### config.mk
export PLATFORM = sky130hd
export DESIGN_NAME = mux_21_rr_arbiter
export DESIGN_NICKNAME = d
export VERILOG_FILES = /design/src/rtl/mux_arb_pkg.sv /design/src/rtl/mux_21_w.sv /design/src/rtl/mux_21_rr_arbiter.sv
export SDC_FILE = /design/constraint.sdc
export NUM_CORES = 1
export LEC_CHECK = 0
export ABC_AREA = 0
export CORE_MARGIN = 1.5
export CORE_UTILIZATION = 34
export CTS_CLUSTER_SIZE = 25
export DETAILED_ROUTE_END_ITERATION = 6
export GPL_ROUTABILITY_DRIVEN = 0
export HOLD_SLACK_MARGIN = 0.08
export PLACE_DENSITY = 0.73
export SYNTH_ARGS = -nofsm -noshare
export SYNTH_HDL_FRONTEND = slang
export SYNTH_SLANG_ARGS = --single-unit
### constraint.sdc
create_clock -name clk -period 0.9 [get_ports clk]
set_input_delay 0.18 -clock clk [delete_from_list [all_inputs] [get_ports clk]]
set_output_delay 0.18 -clock clk [all_outputs]
set_load 0.05 [all_outputs]
### src/rtl/mux_arb_pkg.sv
// Shared types and helpers for the two-source round-robin mux arbiter.
package mux_arb_pkg;

    typedef enum logic [1:0] {
        IDLE,
        G0,
        G1
    } state_t;

    localparam int IDX_W = 1;

    function automatic logic [1:0] onehot2(input logic [IDX_W-1:0] idx);
        return idx[0] ? 2'b10 : 2'b01;
    endfunction

endpackage

### src/rtl/mux_21_w.sv
// Combinational W-bit 2:1 mux shared by both requesters.
module mux_21_w #(
    parameter int W = 8
) (
    input  logic         s,
    input  logic [W-1:0] d0,
    input  logic [W-1:0] d1,
    output logic [W-1:0] y
);

    assign y = s ? d1 : d0;

endmodule

### src/rtl/mux_21_rr_arbiter.sv
// Round-robin arbiter driving a registered 2:1 mux datapath.
// Optional burst limit enabled by defining ARB_TIMEOUT_EN.
module mux_21_rr_arbiter
    import mux_arb_pkg::*;
#(
    parameter int W        = 8,
    parameter int MAX_HOLD = 16
) (
    input  logic         clk,
    input  logic         rst,
    input  logic [1:0]   req,
    input  logic [W-1:0] d0,
    input  logic [W-1:0] d1,
    output logic [1:0]   gnt,
    output logic         s,
    output logic [W-1:0] y,
    output logic         y_vld
);

    state_t       state;
    state_t       nxt;
    logic         last;
    logic         hold_hit;
    logic         smp;
    logic [W-1:0] mux_y;

    mux_21_w #(.W(W)) u_mux (
        .s  (s),
        .d0 (d0),
        .d1 (d1),
        .y  (mux_y)
    );

`ifdef ARB_TIMEOUT_EN
    localparam int CW = $clog2(MAX_HOLD + 1);

    logic [CW-1:0] hold_cnt;

    assign hold_hit = (hold_cnt == CW'(MAX_HOLD));

    // Count starts at 1 on the first granted cycle and saturates at MAX_HOLD.
    always_ff @(posedge clk) begin
        if (rst) begin
            hold_cnt <= '0;
        end else if (nxt == IDLE) begin
            hold_cnt <= '0;
        end else if (nxt != state) begin
            hold_cnt <= CW'(1);
        end else if (!hold_hit) begin
            hold_cnt <= hold_cnt + CW'(1);
        end
    end
`else
    logic unused_hold;

    assign unused_hold = (MAX_HOLD != 0);
    assign hold_hit    = 1'b0;
`endif

    always_comb begin
        nxt = state;
        unique case (state)
            IDLE: begin
                unique case (req)
                    2'b01:   nxt = G0;
                    2'b10:   nxt = G1;
                    2'b11:   nxt = last ? G0 : G1;
                    default: nxt = IDLE;
                endcase
            end
            G0: begin
                if (req[0] && !(hold_hit && req[1])) nxt = G0;
                else if (req[1])                     nxt = G1;
                else                                 nxt = IDLE;
            end
            G1: begin
                if (req[1] && !(hold_hit && req[0])) nxt = G1;
                else if (req[0])                     nxt = G0;
                else                                 nxt = IDLE;
            end
            default: nxt = IDLE;
        endcase
    end

    always_ff @(posedge clk) begin
        if (rst) begin
            state <= IDLE;
            gnt   <= 2'b00;
            s     <= 1'b0;
            last  <= 1'b1;
        end else begin
            state <= nxt;
            if (nxt == IDLE) begin
                gnt <= 2'b00;
            end else begin
                gnt  <= onehot2(nxt == G1);
                s    <= (nxt == G1);
                last <= (nxt == G1);
            end
        end
    end

    // Data is only taken while the granted source is still requesting.
    assign smp = (gnt[0] & req[0]) | (gnt[1] & req[1]);

    always_ff @(posedge clk) begin
        if (rst) begin
            y     <= '0;
            y_vld <= 1'b0;
        end else begin
            y_vld <= smp;
            if (smp) y <= mux_y;
        end
    end

endmodule

==> results of run 1 <==
-- cells by family after synthesis --
group           count (synthesis)
flops                          15
mux                             8
compound gates                 16
simple gates                   17
buf+inv                         6
-- worst paths after layout --
check                           cells past startpoint         startpoint  slack (ns)           endpoint
worst max register to register                      4  gnt[0]$_SDFF_PP0_       -0.17  y[7]$_SDFFE_PP0P_
worst min register to register                      2  y[3]$_SDFFE_PP0P_        0.55  y[3]$_SDFFE_PP0P_
worst max-delay path                                2  gnt[0]$_SDFF_PP0_       -0.17             gnt[0]
worst min-delay path                                3             req[0]        0.38     s$_SDFFE_PP0P_
-- worst max-delay path, stage by stage, from the launching register on --
cell and delay, ns:
dfxtp_4 0.36, buf_6 0.11, buf_12 0.13
-- state kept, by name, summed over array words and instances, names as in the netlist --
name	count
gnt	2
state	2
last	1
s	1
y	8
y_vld	1
-- cells in the final DEF (no fill, tap or decap), types with 3 or more instances in the layout --
master	n
nor2_4	5
nor2_2	4
mux2i_1	8
clkdlybuf4s50_1	17
a211oi_2	8
buf_12	14
dfxtp_4	10
dfxtp_2	5
buf_6	3
clkbuf_4	3
buf_4	13
-- area by class of cell --
cell class              instances  area (µm²)  share of cell area (%)
multi-input cells              41       440.4                   29.75
flip-flops and latches         15       344.1                   23.25
clock buffers                   4       26.28                   1.775
inverters                       2       10.01                  0.6762
well taps                      25       31.28                   2.113
repair buffers                 50       628.1                   42.43
-- routing by layer --
layer,routed length [µm],vias to the layer above,GRT usage [%]
met5,0,-,0
met4,32,0,6.857
met3,79,4,2.778
met2,1177,18,40.56
met1,867,315,25.24
li1,-,325,-
-- per-stage QoR --
step | utilization (%) | worst slack (ns) | instance area [µm²] | power, mW | setup TNS, ns
3_5_place_dp | 67.90 | -0.5161 | 1172 | 1.441 | -6.719
4_1_cts | 80.43 | -0.1705 | 1389 | 1.955 | -2.337
2_1_floorplan | - | -0.2109 | 691.9 | 1.106 | -1.884
6_report | 85.72 | -0.1724 | 1480 | 2.025 | -2.431
5_1_grt | 85.72 | -0.2013 | 1480 | 2.102 | -3.110
3_3_place_gp | 67.90 | -0.4677 | 1172 | 1.423 | -6.246
-- power by group --
| part | internal, mW | switching, mW |
|---|---|---|
| clock network | 0.172 | 0.214 |
| registers | 0.719 | 0.0679 |
| logic | 0.471 | 0.379 |
-- repair_timing --
item	in CTS	in global routing
resized for setup	35	16
hold buffers	0	0
pin swaps	10	4
cloned	1	0
setup endpoints to repair	27	27
buffers inserted	7	5
==> out/results.txt, run 1 <==
CTS clk-pin slew, worst paths - 0.09 ns
Starting DRT DRC Count - 1
max-cap violations - 0
clock tree buffer depth - 2
endpoints failing setup - 24
CTS tree - built
post-synthesis xor/xnor area fraction - 0%
detailed-route DRC error count - 0
Synth Area in Simple Gates - 14.00%
core footprint - 0.001727 mm²
Ys Warns - 0
H-tree depth - 1
Worst setup SP type - flop
Worst Slack Setup Final - -0.1724 ns
crit path capture type - primary output
Inst Count DP - 120
Critical Path AT - 0.89 ns
pwr/cell area - 1368 mW/mm²
DIE WIDTH - 45.90 µm
initial antenna violation count - 0
synth unique cells - 22
Worst Skew - 0.0009887 ns
fin. max-slew vios - 0
Syn-to-layout area delta - 136.6%
violated checks - setup timing
main combinational cell family by area after synthesis - compound AO/OA/AOI/OAI gates
asr flop ratio synth - 0%
Post-Syn Area per Cell - 10.09 µm²
Slew Limit Headroom - 86.35%
wire per inst - 15.74 µm
Die Y - 45.90 µm
Hold Vio Cnt, Final - 0
top-count cell post-synth - dfxtp_1
Synth top area share - 48.00%
largest area contributor in the netlist - dfxtp_1
vias in the first global route - 671
Post-Synth Adder-Cell Area - 0%
Yosys reg bits - 15
Main synth FF type - dfxtp_1
area fraction in compound gates after synthesis - 19.00%
TritonCTS buffer count - 3
instance count of the mapped netlist - 62
Port Buffers - 31
Commonest cells post-synth - 15 x dfxtp_1, 10 x nor2_1, 8 x mux2i_1, 7 x a211oi_1
data required time of the worst path - 0.72 ns
clk root buf - clkbuf_4
Syn Nets - 82
VDD IR max - 0.9776 mV
Initial Util - 36.23%
Clk Latency, worst-skew pair - 0.28 ns
outcome - finished with violations
Hold Slack - 0.3782 ns
share of layout cells above drive strength 1 - 67.86%
# fillers - 82
largest net degree at the start of global routing - 13
TritonRoute pass-1 iters - 2
hpwl dp - 1272 µm
overall fraction of global-route tracks in use - 21.81%
crit-path max FO - 2
FP Rows - 15
leakage power total - 0.5698 nW
post-synthesis mux area share - 12.80%
n_diodes - 0
Post-synth EDFFs - 0
Mapped Area - 625.6 µm²
worst min path class - primary input to flop
RSZ-0062 raised after global routing - true
IO Count - 32
main area contributors after synthesis - dfxtp_1 48%, mux2i_1 13%, a211oi_1 8.4%
total routed wirelength - 2156 µm
Via Count - 662
Slew @ Worst Pin - 0.1990 ns
clock sink total - 15
final worst path period share - 119.2%
Crit Path Class - flop to primary output
Non-Filler Instances - 137
die area - 0.002106 mm²
first-pass GRT wire length - 3180 µm
nets - 133
total global routing overflow - 0
via/cell ratio - 4.832
sequential area share after synthesis - 48.00%
minimum clock period - 1.072 ns
fmax - 0.9325 GHz
post-route ant nets - 0
Note: power is estimated with default switching activity, not from simulation.
==> run 2: changes to the inputs <==
--- a/config.mk
+++ b/config.mk
@@ -16,3 +16,4 @@
 export SYNTH_ARGS = -nofsm -noshare
 export SYNTH_HDL_FRONTEND = slang
 export SYNTH_SLANG_ARGS = --single-unit
+export TNS_END_PERCENT = 100
==> results of run 2 <==
Same layout as run 1: the final DEF is identical, and so are final timing and power.
==> run 3: changes to the inputs <==
--- a/config.mk
+++ b/config.mk
@@ -10,7 +10,6 @@
 export CORE_UTILIZATION = 34
 export CTS_CLUSTER_SIZE = 25
 export DETAILED_ROUTE_END_ITERATION = 6
-export GPL_ROUTABILITY_DRIVEN = 0
 export HOLD_SLACK_MARGIN = 0.08
 export PLACE_DENSITY = 0.73
 export SYNTH_ARGS = -nofsm -noshare
==> results of run 3 <==
Same layout as run 1: the final DEF is identical, and so are final timing and power.
